===== config.mk =====
export PLATFORM = sky130hd
export DESIGN_NAME = edge_result_reader
export DESIGN_NICKNAME = d
export VERILOG_FILES = /design/src/rtl/edge_result_reader_pkg.sv /design/src/rtl/edge_result_reader_popcount32.sv /design/src/rtl/edge_result_reader.sv
export SDC_FILE = /design/constraint.sdc
export NUM_CORES = 1
export LEC_CHECK = 0
export CAP_MARGIN = 20
export CORE_MARGIN = 2
export CORE_UTILIZATION = 43
export CTS_CLUSTER_SIZE = 10
export DETAILED_ROUTE_END_ITERATION = 6
export PLACE_DENSITY = 0.8
export REMOVE_ABC_BUFFERS = 1
export SYNTH_ARGS = -nofsm -noshare
export SYNTH_HDL_FRONTEND = slang
export SYNTH_HIERARCHICAL = 1
export SYNTH_SLANG_ARGS = --single-unit

===== constraint.sdc =====
create_clock -name CLK -period 7 [get_ports CLK]
set_input_delay 1.05 -clock CLK [delete_from_list [all_inputs] [get_ports CLK]]
set_output_delay 1.05 -clock CLK [all_outputs]
set_load 0.05 [all_outputs]

===== src/rtl/edge_result_reader_pkg.sv =====
// Shared definitions for the edge accumulator readout path:
// FSM state encoding and the geometry of the 2048-bit result array.
package edge_result_reader_pkg;

    typedef enum logic [2:0] {
        ST_IDLE    = 3'd0,
        ST_SETTLE  = 3'd1,
        ST_CAPTURE = 3'd2,
        ST_PUSH    = 3'd3,
        ST_FIN     = 3'd4
    } rd_state_t;

    localparam int RD_WORDS          = 64;
    localparam int RD_WORD_W         = 32;
    localparam int RD_BANKS          = 4;
    localparam int RD_WORDS_PER_BANK = 16;

    localparam logic [5:0] RD_LAST_IDX = 6'(RD_WORDS - 1);

endpackage


===== src/rtl/edge_result_reader_popcount32.sv =====
// Combinational 32-bit population count built as a balanced adder tree.
// Reusable by any stage that needs the edge density of one result word.
module popcount32 (
    input  logic [31:0] din,
    output logic [5:0]  count
);

    logic [1:0] lvl1 [16];
    logic [2:0] lvl2 [8];
    logic [3:0] lvl3 [4];
    logic [4:0] lvl4 [2];

    // Pairwise reduction: each level adds neighbours and widens by one bit.
    // NOTE: every output of a combinational block is assigned on every pass, so no latch can form.
    always_comb begin
        for (int i = 0; i < 16; i++) lvl1[i] = {1'b0, din[2*i]}   + {1'b0, din[2*i+1]};
        for (int i = 0; i < 8;  i++) lvl2[i] = {1'b0, lvl1[2*i]}  + {1'b0, lvl1[2*i+1]};
        for (int i = 0; i < 4;  i++) lvl3[i] = {1'b0, lvl2[2*i]}  + {1'b0, lvl2[2*i+1]};
        for (int i = 0; i < 2;  i++) lvl4[i] = {1'b0, lvl3[2*i]}  + {1'b0, lvl3[2*i+1]};
        count = {1'b0, lvl4[0]} + {1'b0, lvl4[1]};
    end

endmodule


===== src/rtl/edge_result_reader.sv =====
// Readout stage for the 2048-bit edge accumulator. Walks the bank/word read
// mux, samples each 32-bit word after a settle delay, streams it out over
// valid/ready tagged with its index, and accumulates the total edge count.
module edge_result_reader
    import edge_result_reader_pkg::*;
#(
    parameter int SETTLE_CYC = 1,
    parameter bit SKIP_ZERO  = 1'b0
) (
    input  logic        CLK,
    input  logic        RST_n,
    input  logic        start,
    output logic        busy,
    output logic        done,
    output logic [1:0]  sel1,
    output logic [7:0]  sel2,
    input  logic [31:0] result_imp,
    output logic        out_valid,
    input  logic        out_ready,
    output logic [31:0] out_data,
    output logic [5:0]  out_index,
    output logic        out_last,
    output logic [11:0] total_ones
);

    localparam logic [2:0] SETTLE_LAST = 3'(SETTLE_CYC - 1);

    rd_state_t   state;
    rd_state_t   state_nxt;
    logic [5:0]  idx;
    logic [2:0]  settle_cnt;
    logic [5:0]  word_ones;
    logic        settle_end;
    logic        is_last;
    logic        skip_word;
    logic        handshake;

    popcount32 u_popcount (
        .din   (result_imp),
        .count (word_ones)
    );

    assign settle_end = (settle_cnt == SETTLE_LAST);
    assign is_last    = (idx == RD_LAST_IDX);
    assign skip_word  = SKIP_ZERO && (result_imp == 32'h0) && !is_last;
    assign handshake  = out_valid & out_ready;

    // State register with synchronous reset.
    // NOTE: sequential state uses non-blocking assignment so every flop samples pre-edge values.
    always_ff @(posedge CLK) begin
        if (!RST_n) state <= ST_IDLE;
        else        state <= state_nxt;
    end

    // Next-state decode; done is a pure decode of FIN.
    always_comb begin
        state_nxt = state;
        done      = 1'b0;
        case (state)
            ST_IDLE:    if (start) state_nxt = ST_SETTLE;
            ST_SETTLE:  if (settle_end) state_nxt = ST_CAPTURE;
            ST_CAPTURE: state_nxt = skip_word ? ST_SETTLE : ST_PUSH;
            ST_PUSH:    if (handshake) state_nxt = is_last ? ST_FIN : ST_SETTLE;
            ST_FIN: begin
                done      = 1'b1;
                state_nxt = ST_IDLE;
            end
            default:    state_nxt = ST_IDLE;
        endcase
    end

    // Datapath: word index, read select, settle timer, output holding regs, edge total.
    always_ff @(posedge CLK) begin
        if (!RST_n) begin
            busy       <= 1'b0;
            idx        <= 6'd0;
            settle_cnt <= 3'd0;
            sel1       <= 2'd0;
            sel2       <= 8'd0;
            out_valid  <= 1'b0;
            out_data   <= 32'h0;
            out_index  <= 6'd0;
            out_last   <= 1'b0;
            total_ones <= 12'd0;
        end else begin
            case (state)
                ST_IDLE: begin
                    if (start) begin
                        idx        <= 6'd0;
                        total_ones <= 12'd0;
                        busy       <= 1'b1;
                        settle_cnt <= 3'd0;
                    end
                end
                ST_SETTLE: begin
                    sel1       <= idx[5:4];
                    sel2       <= {4'b0000, idx[3:0]};
                    settle_cnt <= settle_end ? 3'd0 : settle_cnt + 3'd1;
                end
                ST_CAPTURE: begin
                    out_data   <= result_imp;
                    out_index  <= idx;
                    out_last   <= is_last;
                    total_ones <= total_ones + {6'd0, word_ones};
                    if (skip_word) idx <= idx + 6'd1;
                    else           out_valid <= 1'b1;
                end
                ST_PUSH: begin
                    if (handshake) begin
                        out_valid <= 1'b0;
                        if (!is_last) idx <= idx + 6'd1;
                    end
                end
                ST_FIN: busy <= 1'b0;
                default: ;
            endcase
        end
    end

endmodule


==> impl_metrics.json, run 1 <==
{
  "cp_max_fo": 4,
  "layout_min_cycle_time_ns": 6.71,
  "grt_pass1_wl_microns": 15500,
  "first_global_vias": 3236,
  "maxCapViolCount": 0,
  "filler_cell_count": 742,
  "dieArea_sq_mm": 0.00991,
  "cts_inserted_buffers": 9,
  "num_antenna_cells": 0,
  "fmaxAchievable_ghz": 0.149,
  "ios": 100,
  "period_share_pct": 95.9,
  "switching_power_uw": 852,
  "overflow": 0,
  "num_vias": 3266,
  "grt_start_max_net_pins": 73,
  "core_sq_mm": 0.00881,
  "yosysUniqueCellTypes": 50,
  "endpoint_kind": "flip-flop",
  "clock_tree.root_cell": "clkbuf_8",
  "portBuffers": 95,
  "worstSetupStartpoint": "result_imp[0]",
  "drt_iter0_drc": 100,
  "seq_area_frac_synth_pct": 36.2,
  "setup_viol": 0,
  "path_class": "primary input to flip-flop",
  "swShare_pct": 43.0,
  "clk_path_buf_depth": 2,
  "die_w_microns": 99.6,
  "startpoint_type": "primary input",
  "p_comb_share_pct": 58.4,
  "skew_ns": 0.0102,
  "clkLatencyLatePin_ns": 0.35,
  "r2r_end": "out_index[2]",
  "max-slew-margin-rel_pct": 32.7,
  "worst_path_most_repeated_cell": "fa_1",
  "cp_slowest_cell": "fa_1",
  "start_util_pct": 44.6,
  "area_delta_synth_final_pct": 31.6,
  "multi_input_comb_area_sq_mm": 0.00226,
  "critical_path.cell_chain": "clkdlybuf4s50_1 -> inv_1 -> fa_1 -> inv_1 -> fa_1 -> fa_1 -> fa_1 -> fa_1 -> inv_1 -> fa_1 -> inv_1 -> ha_1 -> inv_1 -> fa_1 -> nand2b_1 -> a21oi_2 -> xor2_1 -> ha_1 -> a211oi_1 -> a21boi_1 -> nor3_1 -> mux2i_1",
  "hpwl_microns": 6730,
  "pwr-share-seq_pct": 22.6,
  "grt_antenna_before_repair": 0,
  "finalPower_uw": 1980,
  "worstHoldStart": "out_data[11]",
  "drive_gt1_share_pct": 5.82,
  "cts_tree": "built",
  "synthCells": 437,
  "cts_sinks": 71,
  "slowest_delay_ns": 0.55,
  "power_frac_clock_pct": 19.0,
  "ant_nets": 0,
  "cellPowerDensity_mw_per_mm2": 384,
  "p_int_uw": 1130,
  "critPathArrivalTime_ns": 6.98,
  "synth_edf_count": 0,
  "rsz0062_at_grt": "no",
  "finalHoldViolCount": 0,
  "firstDrtPassIters": 4,
  "worst_slew_pin_slew_ns": 1.01,
  "ys.flop_type": "dfxtp_1",
  "netlist_area_sq_mm": 0.00393,
  "post_drt_wl_per_cell_microns": 14.2,
  "cp.required_ns": 7.27,
  "synth.avg_cell_area_sq_um": 8.98,
  "fp.dieH_microns": 99.6,
  "report.final.slew_viol_count": 0,
  "grt_util_all_layers_pct": 19.4,
  "routed_wl_microns": 9120,
  "crit_path_end": "total_ones[6]",
  "async_flop_share_pct": 0,
  "row_count": 34,
  "synth.ff_latch_count": 71,
  "gp_congestion": 0.800,
  "ff2ff_setup_slack_ns": 4.79,
  "vdd_drop_max_mv": 0.266,
  "yosysWarningCount": 6,
  "final_util_pct": 58.7,
  "cts.reportedPaths.clkPinSlew_ns": 0.07,
  "nNetsFinal": 605,
  "leakagePower_uw": 0.00200,
  "seq_area_sq_mm": 0.00142,
  "drc": 0,
  "tns_ns": 0,
  "htreeDepth": 3,
  "reg2reg_depth": 4,
  "r2r_start": "state[1]",
  "status": "finished, final reports clean",
  "via_per_inst": 5.10,
  "hold_path_class": "flip-flop to flip-flop"
}
what timing repair did:
action                                  CTS  global route
hold buffers                              0             0
gates resized for setup                   0             2
endpoints found under the setup margin    0             5
buffers inserted                          0             1
per-stage QoR:
stage	setup WS (ns)	std cells	instance area, sq um	hold WS, ns
final	0.290	641	5170	0.456
after floorplan	0.692	416	3800	0.465
after global placement	-0.00950	624	4930	0.441
after detailed placement	-0.139	624	4930	0.447
after CTS	0.183	640	5150	0.460
after global routing	0.0156	641	5170	0.478
Yosys cell counts, types with 3 or more instances:
master,count,share of area (%)
a21boi_0,26,5.0
a21boi_1,21,4.0
a21o_1,3,0.57
a21oi_1,9,1.1
a22oi_1,5,0.96
buf_2,5,0.64
buf_4,4,0.76
buf_6,3,0.86
clkbuf_1,12,1.1
dfxtp_1,71,36
fa_1,25,13
ha_1,16,5.1
inv_1,35,3.3
mux2i_1,6,1.5
nand2_1,102,9.8
nand2b_1,7,1.1
nand3_1,10,1.3
nand4_1,3,0.48
nor2_1,12,1.1
nor2b_1,9,1.4
o21ai_0,4,0.51
o21ai_1,3,0.38
xor2_1,4,0.89
how the worst min path moves through the flow:
stage	cells past startpoint	slack, ns	endpoint
6_report	2	0.46	out_data[11]
3_5_place_dp	2	0.45	out_data[11]
5_1_grt	2	0.48	out_data[20]
4_1_cts	2	0.46	out_data[11]
2_1_floorplan	2	0.46	out_index[5]
3_3_place_gp	2	0.44	out_data[10]
cell families (layout without fill, tap and decap cells):
| kind of cell | count (synthesis) | in the layout | synth area share [%] |
|---|---|---|---|
| mux | 6 | 6 | 1.53 |
| flops | 71 | 71 | 36.2 |
| fa+ha+maj | 41 | 41 | 17.8 |
| buf+inv | 59 | 152 | 6.76 |
| other cells | 1 | 4 | 0.0955 |
| simple gates | 168 | 168 | 20.7 |
| xor+xnor | 6 | 6 | 1.34 |
| compound gates | 85 | 85 | 15.6 |
routing by layer:
| metal | vias up | GRT usage [%] | routed length [microns] |
|---|---|---|---|
| li1 | 1621 | - | - |
| met1 | 1551 | 25.8 | 4270 |
| met2 | 87 | 30.9 | 4230 |
| met3 | 7 | 5.27 | 526 |
| met4 | 0 | 6.11 | 97 |
| met5 | - | 0 | 0 |
area by class of cell:
cell class	instances	share of cell area (%)
inverters	35	2.54
clock inverters	7	1.98
flip-flops and latches	71	27.5
well taps	108	2.61
clock buffers	9	2.40
repair buffers	101	19.2
multi-input cells	310	43.8
critical path, delay by kind of cell:
kind | cells | cell delay, ns
adder cells (fa/ha/maj) | 9 | 3.80
XOR/XNOR | 1 | 0.18
multiplexers | 1 | 0.20
AO/OA/AOI/OAI | 3 | 0.68
AND/OR/NAND/NOR | 2 | 0.27
buffers and inverters | 6 | 0.77
power by group through the flow:
stage	clock network, uW	registers (uW)	logic [uW]
2_1_floorplan	0	532	782
3_3_place_gp	0	457	1100
3_5_place_dp	0	459	1150
4_1_cts	385	449	1160
5_1_grt	408	453	1330
6_report	377	449	1160
flip-flops by register name, indices dropped and copies added (netlist names):
name	count
out_data	32
total_ones	12
idx	6
out_index	6
sel2	4
settle_cnt	3
state	3
sel1	2
busy	1
out_last	1
out_valid	1
cell usage in the layout, fill, tap and decap left out, types with 3 or more instances in the layout:
| cell type | count |
|---|---|
| a21boi_0 | 25 |
| a21boi_1 | 22 |
| a21o_1 | 3 |
| a21oi_1 | 9 |
| a22oi_1 | 5 |
| buf_4 | 6 |
| clkbuf_8 | 9 |
| clkdlybuf4s50_1 | 94 |
| conb_1 | 4 |
| dfxtp_1 | 71 |
| fa_1 | 25 |
| ha_1 | 16 |
| inv_1 | 35 |
| mux2i_1 | 6 |
| nand2_1 | 102 |
| nand2b_1 | 7 |
| nand3_1 | 10 |
| nand4_1 | 3 |
| nor2_1 | 12 |
| nor2b_1 | 9 |
| nor4b_2 | 3 |
| o21ai_0 | 4 |
| o21ai_1 | 3 |
| xor2_1 | 4 |
No activity file was read; power rests on OpenSTA's default activity.
==> run 2: changes to the inputs <==
--- a/config.mk
+++ b/config.mk
@@ -8,6 +8,7 @@
 export CAP_MARGIN = 20
 export CORE_MARGIN = 2
 export CORE_UTILIZATION = 43
+export CTS_BUF_LIST = sky130_fd_sc_hd__clkbuf_16
 export CTS_CLUSTER_SIZE = 10
 export DETAILED_ROUTE_END_ITERATION = 6
 export PLACE_DENSITY = 0.8
==> impl_metrics.json, run 2 (synthesized netlist as in run 1, its figures left out) <==
{
  "clkLatencyLatePin_ns": 0.33,
  "drt_iter0_drc": 96,
  "drc": 0,
  "hold_path_class": "flip-flop to flip-flop",
  "ff2ff_setup_slack_ns": 4.79,
  "routed_wl_microns": 9270,
  "drive_gt1_share_pct": 6.00,
  "hpwl_microns": 6730,
  "maxCapViolCount": 0,
  "grt_start_max_net_pins": 73,
  "htreeDepth": 3,
  "fmaxAchievable_ghz": 0.148,
  "post_drt_wl_per_cell_microns": 14.5,
  "nNetsFinal": 605,
  "placed_area_sq_mm": 0.00493,
  "finalHoldViolCount": 0,
  "multi_input_comb_area_sq_mm": 0.00227,
  "portBuffers": 95,
  "first_global_vias": 3270,
  "finalPower_uw": 2130,
  "grt_pass1_wl_microns": 15800,
  "final_util_pct": 59.9,
  "ant_nets": 0,
  "vdd_drop_max_mv": 0.279,
  "seq_area_sq_mm": 0.00142,
  "cts.reportedPaths.clkPinSlew_ns": 0.06,
  "die_w_microns": 99.6,
  "start_util_pct": 44.6,
  "setup_viol": 0,
  "endpoint_kind": "flip-flop",
  "skew_ns": 0.00952,
  "cts_sinks": 71,
  "layout_min_cycle_time_ns": 6.75,
  "cp_max_fo": 4,
  "row_count": 34,
  "cts_tree": "built",
  "critPathArrivalTime_ns": 7.01,
  "grt_antenna_before_repair": 0,
  "largest-register": "out_data",
  "status": "finished, final reports clean",
  "report.final.slew_viol_count": 0,
  "core_sq_mm": 0.00881,
  "tns_ns": 0,
  "via_per_inst": 5.11,
  "path_class": "primary input to flip-flop",
  "largest_reg_flops": 32,
  "firstDrtPassIters": 4,
  "num_vias": 3274,
  "ios": 100,
  "dieArea_sq_mm": 0.00991,
  "reg.largest.list": "out_data: 32 flops, total_ones: 12 flops",
  "layout_common_cells": "nand2_1, clkdlybuf4s50_1, dfxtp_1",
  "cp.required_ns": 7.25,
  "num_antenna_cells": 0,
  "clock_tree.root_cell": "clkbuf_16",
  "area_delta_synth_final_pct": 34.4,
  "period_share_pct": 96.5,
  "leakagePower_uw": 0.00205,
  "fp.dieH_microns": 99.6,
  "clk_path_buf_depth": 2,
  "worst_slew_pin_slew_ns": 0.995,
  "overflow": 0,
  "final_design_area_no_fill_sq_mm": 0.00528,
  "rsz0062_at_grt": "yes",
  "filler_cell_count": 733,
  "grt_util_all_layers_pct": 19.7,
  "layout_commonest_cell": "nand2_1",
  "cts_inserted_buffers": 9,
  "startpoint_type": "primary input",
  "gp_congestion": 0.800,
  "cellPowerDensity_mw_per_mm2": 404,
  "max-slew-margin-rel_pct": 33.6
}
==> run 2: cell counts in the layout (fill, tap and decap cells not counted) <==
No cell type changed its count.
==> run 2: worst paths after layout <==
| path | cells past startpoint | start | endpoint |
|---|---|---|---|
| setup / recovery | 22 | result_imp[0] | total_ones[11] |
| hold / removal | 2 | out_data[11] | out_data[11] |
| hold reg to reg | 2 | out_data[11] | out_data[11] |
| setup reg to reg | 4 | state[1] | out_index[2] |
==> run 2: layout make-up <==
type                            count  share of cell area, %
Tap cell                          108                   2.56
Timing Repair Buffer              101                   18.8
Multi-Input combinational cell    310                   43.0
Inverter                           35                   2.49
Clock inverter                      7                   1.94
Sequential cell                    71                   26.9
Clock buffer                        9                   4.27
==> run 2: layer usage <==
| metal | GRT usage (%) | wire length, microns |
|---|---|---|
| met1 | 25.9 | 4330 |
| met2 | 32.0 | 4370 |
| met3 | 5.41 | 476 |
| met5 | 0 | 0 |
| met4 | 5.58 | 94 |
==> run 2: power breakdown <==
group	internal (uW)	switching, uW
combinational	502	674
sequential	429	21.4
clock	317	186
total	1250	882
==> run 2: metrics by stage <==
| stage | instances | hold slack (ns) | worst slack, ns |
|---|---|---|---|
| 3_5_place_dp | 624 | 0.447 | -0.139 |
| 6_report | 641 | 0.454 | 0.245 |
| 5_1_grt | 641 | 0.474 | -0.0436 |
| 3_3_place_gp | 624 | 0.441 | -0.00950 |
| 2_1_floorplan | 416 | 0.465 | 0.692 |
| 4_1_cts | 640 | 0.457 | 0.167 |
==> run 2: worst max-delay path, stage by stage <==
cell and delay (ns):
clkdlybuf4s50_1 0.48, inv_1 0.06, fa_1 0.53, inv_1 0.05, fa_1 0.55, fa_1 0.45, fa_1 0.50, fa_1 0.51
inv_1 0.05, fa_1 0.43, inv_1 0.07, ha_1 0.15, inv_1 0.06, fa_1 0.40, nand2b_1 0.17, a21oi_2 0.14
xor2_1 0.09, ha_1 0.35, o211ai_1 0.16, o21ai_1 0.25, nor4b_2 0.28, mux2i_1 0.21
==> run 2: timing repair <==
action                                  in CTS  in global routing
endpoints found under the setup margin       0                  5
buffers inserted                             0                  1
hold buffers                                 0                  0
gates resized for setup                      0                  3
==> run 3: changes to the inputs <==
--- a/config.mk
+++ b/config.mk
@@ -11,7 +11,7 @@
 export CTS_BUF_LIST = sky130_fd_sc_hd__clkbuf_16
 export CTS_CLUSTER_SIZE = 10
 export DETAILED_ROUTE_END_ITERATION = 6
-export PLACE_DENSITY = 0.8
+export PLACE_DENSITY = 0.82
 export REMOVE_ABC_BUFFERS = 1
 export SYNTH_ARGS = -nofsm -noshare
 export SYNTH_HDL_FRONTEND = slang
==> constraint.sdc (replaced) <==
create_clock -name CLK -period 5.9 [get_ports CLK]
set_input_delay 0.885 -clock CLK [delete_from_list [all_inputs] [get_ports CLK]]
set_output_delay 0.885 -clock CLK [all_outputs]
set_load 0.05 [all_outputs]
==> impl_metrics.json, run 3 (synthesized netlist as in run 1, its figures left out) <==
{
  "dp.cells": 633,
  "grt_antenna_before_repair": 0,
  "pwr-share-seq_pct": 17.3,
  "hpwl_microns": 7120,
  "worst_slew_pin_slew_ns": 0.753,
  "multi_input_comb_area_sq_mm": 0.00235,
  "reg.largest.list": "out_data: 32 flops, total_ones: 12 flops",
  "finalWorstSetupSlack_ns": -0.258,
  "drc": 0,
  "dieArea_sq_mm": 0.00991,
  "path_class": "primary input to flip-flop",
  "grt_start_max_net_pins": 51,
  "cts_inserted_buffers": 9,
  "postCtsHoldBufs": 0,
  "p_comb_share_pct": 63.7,
  "clock_tree.root_cell": "clkbuf_16",
  "switching_power_uw": 1250,
  "maxCapViolCount": 0,
  "swShare_pct": 40.6,
  "critPathArrivalTime_ns": 6.42,
  "p_int_uw": 1830,
  "placed_area_sq_mm": 0.00500,
  "vdd_drop_max_mv": 0.384,
  "drive_gt1_share_pct": 15.4,
  "layout_common_cells": "nand2_1, clkdlybuf4s50_1, dfxtp_1",
  "firstDrtPassIters": 4,
  "portBuffers": 95,
  "start_util_pct": 44.6,
  "cellPowerDensity_mw_per_mm2": 569,
  "layout_min_cycle_time_ns": 6.16,
  "routed_wl_microns": 10200,
  "nNetsFinal": 618,
  "ant_nets": 0,
  "post_drt_wl_per_cell_microns": 15.6,
  "core_sq_mm": 0.00881,
  "grt_util_all_layers_pct": 20.6,
  "grt_pass1_wl_microns": 16400,
  "layout_commonest_cell": "nand2_1",
  "cp.required_ns": 6.16,
  "gp_congestion": 0.897,
  "first_global_vias": 3499,
  "finalHoldViolCount": 0,
  "startpoint_type": "primary input",
  "power_frac_clock_pct": 19.0,
  "ff2ff_setup_slack_ns": 3.85,
  "max-slew-margin-rel_pct": 49.8,
  "hold_path_class": "flip-flop to flip-flop",
  "die_w_microns": 99.6,
  "setup_viol": 8,
  "period_share_pct": 104,
  "violations": "setup timing",
  "skew_ns": 0.00683,
  "rsz0062_at_grt": "yes",
  "drt_iter0_drc": 100,
  "cp_max_fo": 4,
  "report.final.slew_viol_count": 0,
  "fmaxAchievable_ghz": 0.162,
  "cts_sinks": 71,
  "final_design_area_no_fill_sq_mm": 0.00542,
  "cts_tree": "built",
  "htreeDepth": 3,
  "overflow": 0,
  "num_vias": 3438,
  "via_per_inst": 5.26,
  "clk_path_buf_depth": 2,
  "status": "complete, but fails checks",
  "ios": 100,
  "largest_reg_flops": 32,
  "layout.cells.non_filler": 654,
  "fp.dieH_microns": 99.6,
  "num_antenna_cells": 0,
  "leakagePower_uw": 0.00215,
  "row_count": 34,
  "area_delta_synth_final_pct": 38.0,
  "filler_cell_count": 757,
  "endpoint_kind": "flip-flop",
  "finalPower_uw": 3080,
  "cts.reportedPaths.clkPinSlew_ns": 0.06,
  "largest-register": "out_data",
  "clkLatencyLatePin_ns": 0.33,
  "seq_area_sq_mm": 0.00142
}
run 3: cell types whose count changed in the layout (fill, tap and decap cells not counted), moves of 6 or more:
cell / before / now
fa_2: 0 / 6
fa_1: 25 / 19
inv_1: 35 / 28
clkdlybuf4s50_1: 94 / 79
buf_2: 1 / 11
inv_2: 0 / 7
buf_4: 6 / 17
run 3: area by class of cell:
type / count / area share [%]
multi-input combinational: 310 / 43.5
sequential: 71 / 26.2
timing repair buffer: 114 / 19.4
clock buffer: 9 / 4.16
tap: 108 / 2.49
inverter: 35 / 2.47
clock inverter: 7 / 1.78
run 3: critical path: stages:
cell and delay (ns):
buf_8 0.08, inv_4 0.03, fa_1 0.59, inv_2 0.05
fa_2 0.55, fa_2 0.45, fa_2 0.56, fa_1 0.41
inv_1 0.08, fa_1 0.41, inv_1 0.07, ha_2 0.19
inv_2 0.04, fa_2 0.34, nand2b_4 0.15, a21oi_2 0.13
xor2_1 0.17, ha_1 0.32, a211oi_2 0.30, o21ai_2 0.12
buf_4 0.16, a211o_1 0.25, o21ai_1 0.08
run 3: timing repair:
action,4_1_cts,5_1_grt
endpoints found under the setup margin,10,9
resized for setup,75,22
setup buffers,3,4
pin swaps,21,22
run 3: per-layer routing:
layer	global-route usage [%]	wire, microns	vias to the layer above
li1	-	-	1654
met4	6.53	128	0
met2	34.8	5050	118
met3	4.64	613	10
met1	26.3	4410	1656
met5	0	0	-
run 3: stage by stage:
stage	setup WS (ns)	hold slack [ns]	util [%]	setup TNS, ns
6_report	-0.258	0.454	61.5	-1.52
5_1_grt	-0.473	0.483	61.5	-2.97
4_1_cts	-0.193	0.457	60.5	-0.719
3_5_place_dp	-1.06	0.449	56.7	-8.97
3_3_place_gp	-0.936	0.440	56.7	-8.16
2_1_floorplan	-0.243	0.465	-	-1.13
run 3: final timing paths:
kind / startpoint / cells past startpoint / end
max reg2reg: state[1] / 4 / total_ones[9]
max: result_imp[1] / 23 / total_ones[9]
min reg2reg: out_data[15] / 2 / out_data[15]
min: out_data[15] / 2 / out_data[15]
run 3: power groups by stage:
stage	Sequential [uW]	Combinational, uW	Clock [uW]
3_3_place_gp	542	1490	0
4_1_cts	534	1710	596
2_1_floorplan	631	928	0
3_5_place_dp	543	1570	0
5_1_grt	538	2160	619
6_report	534	1960	586
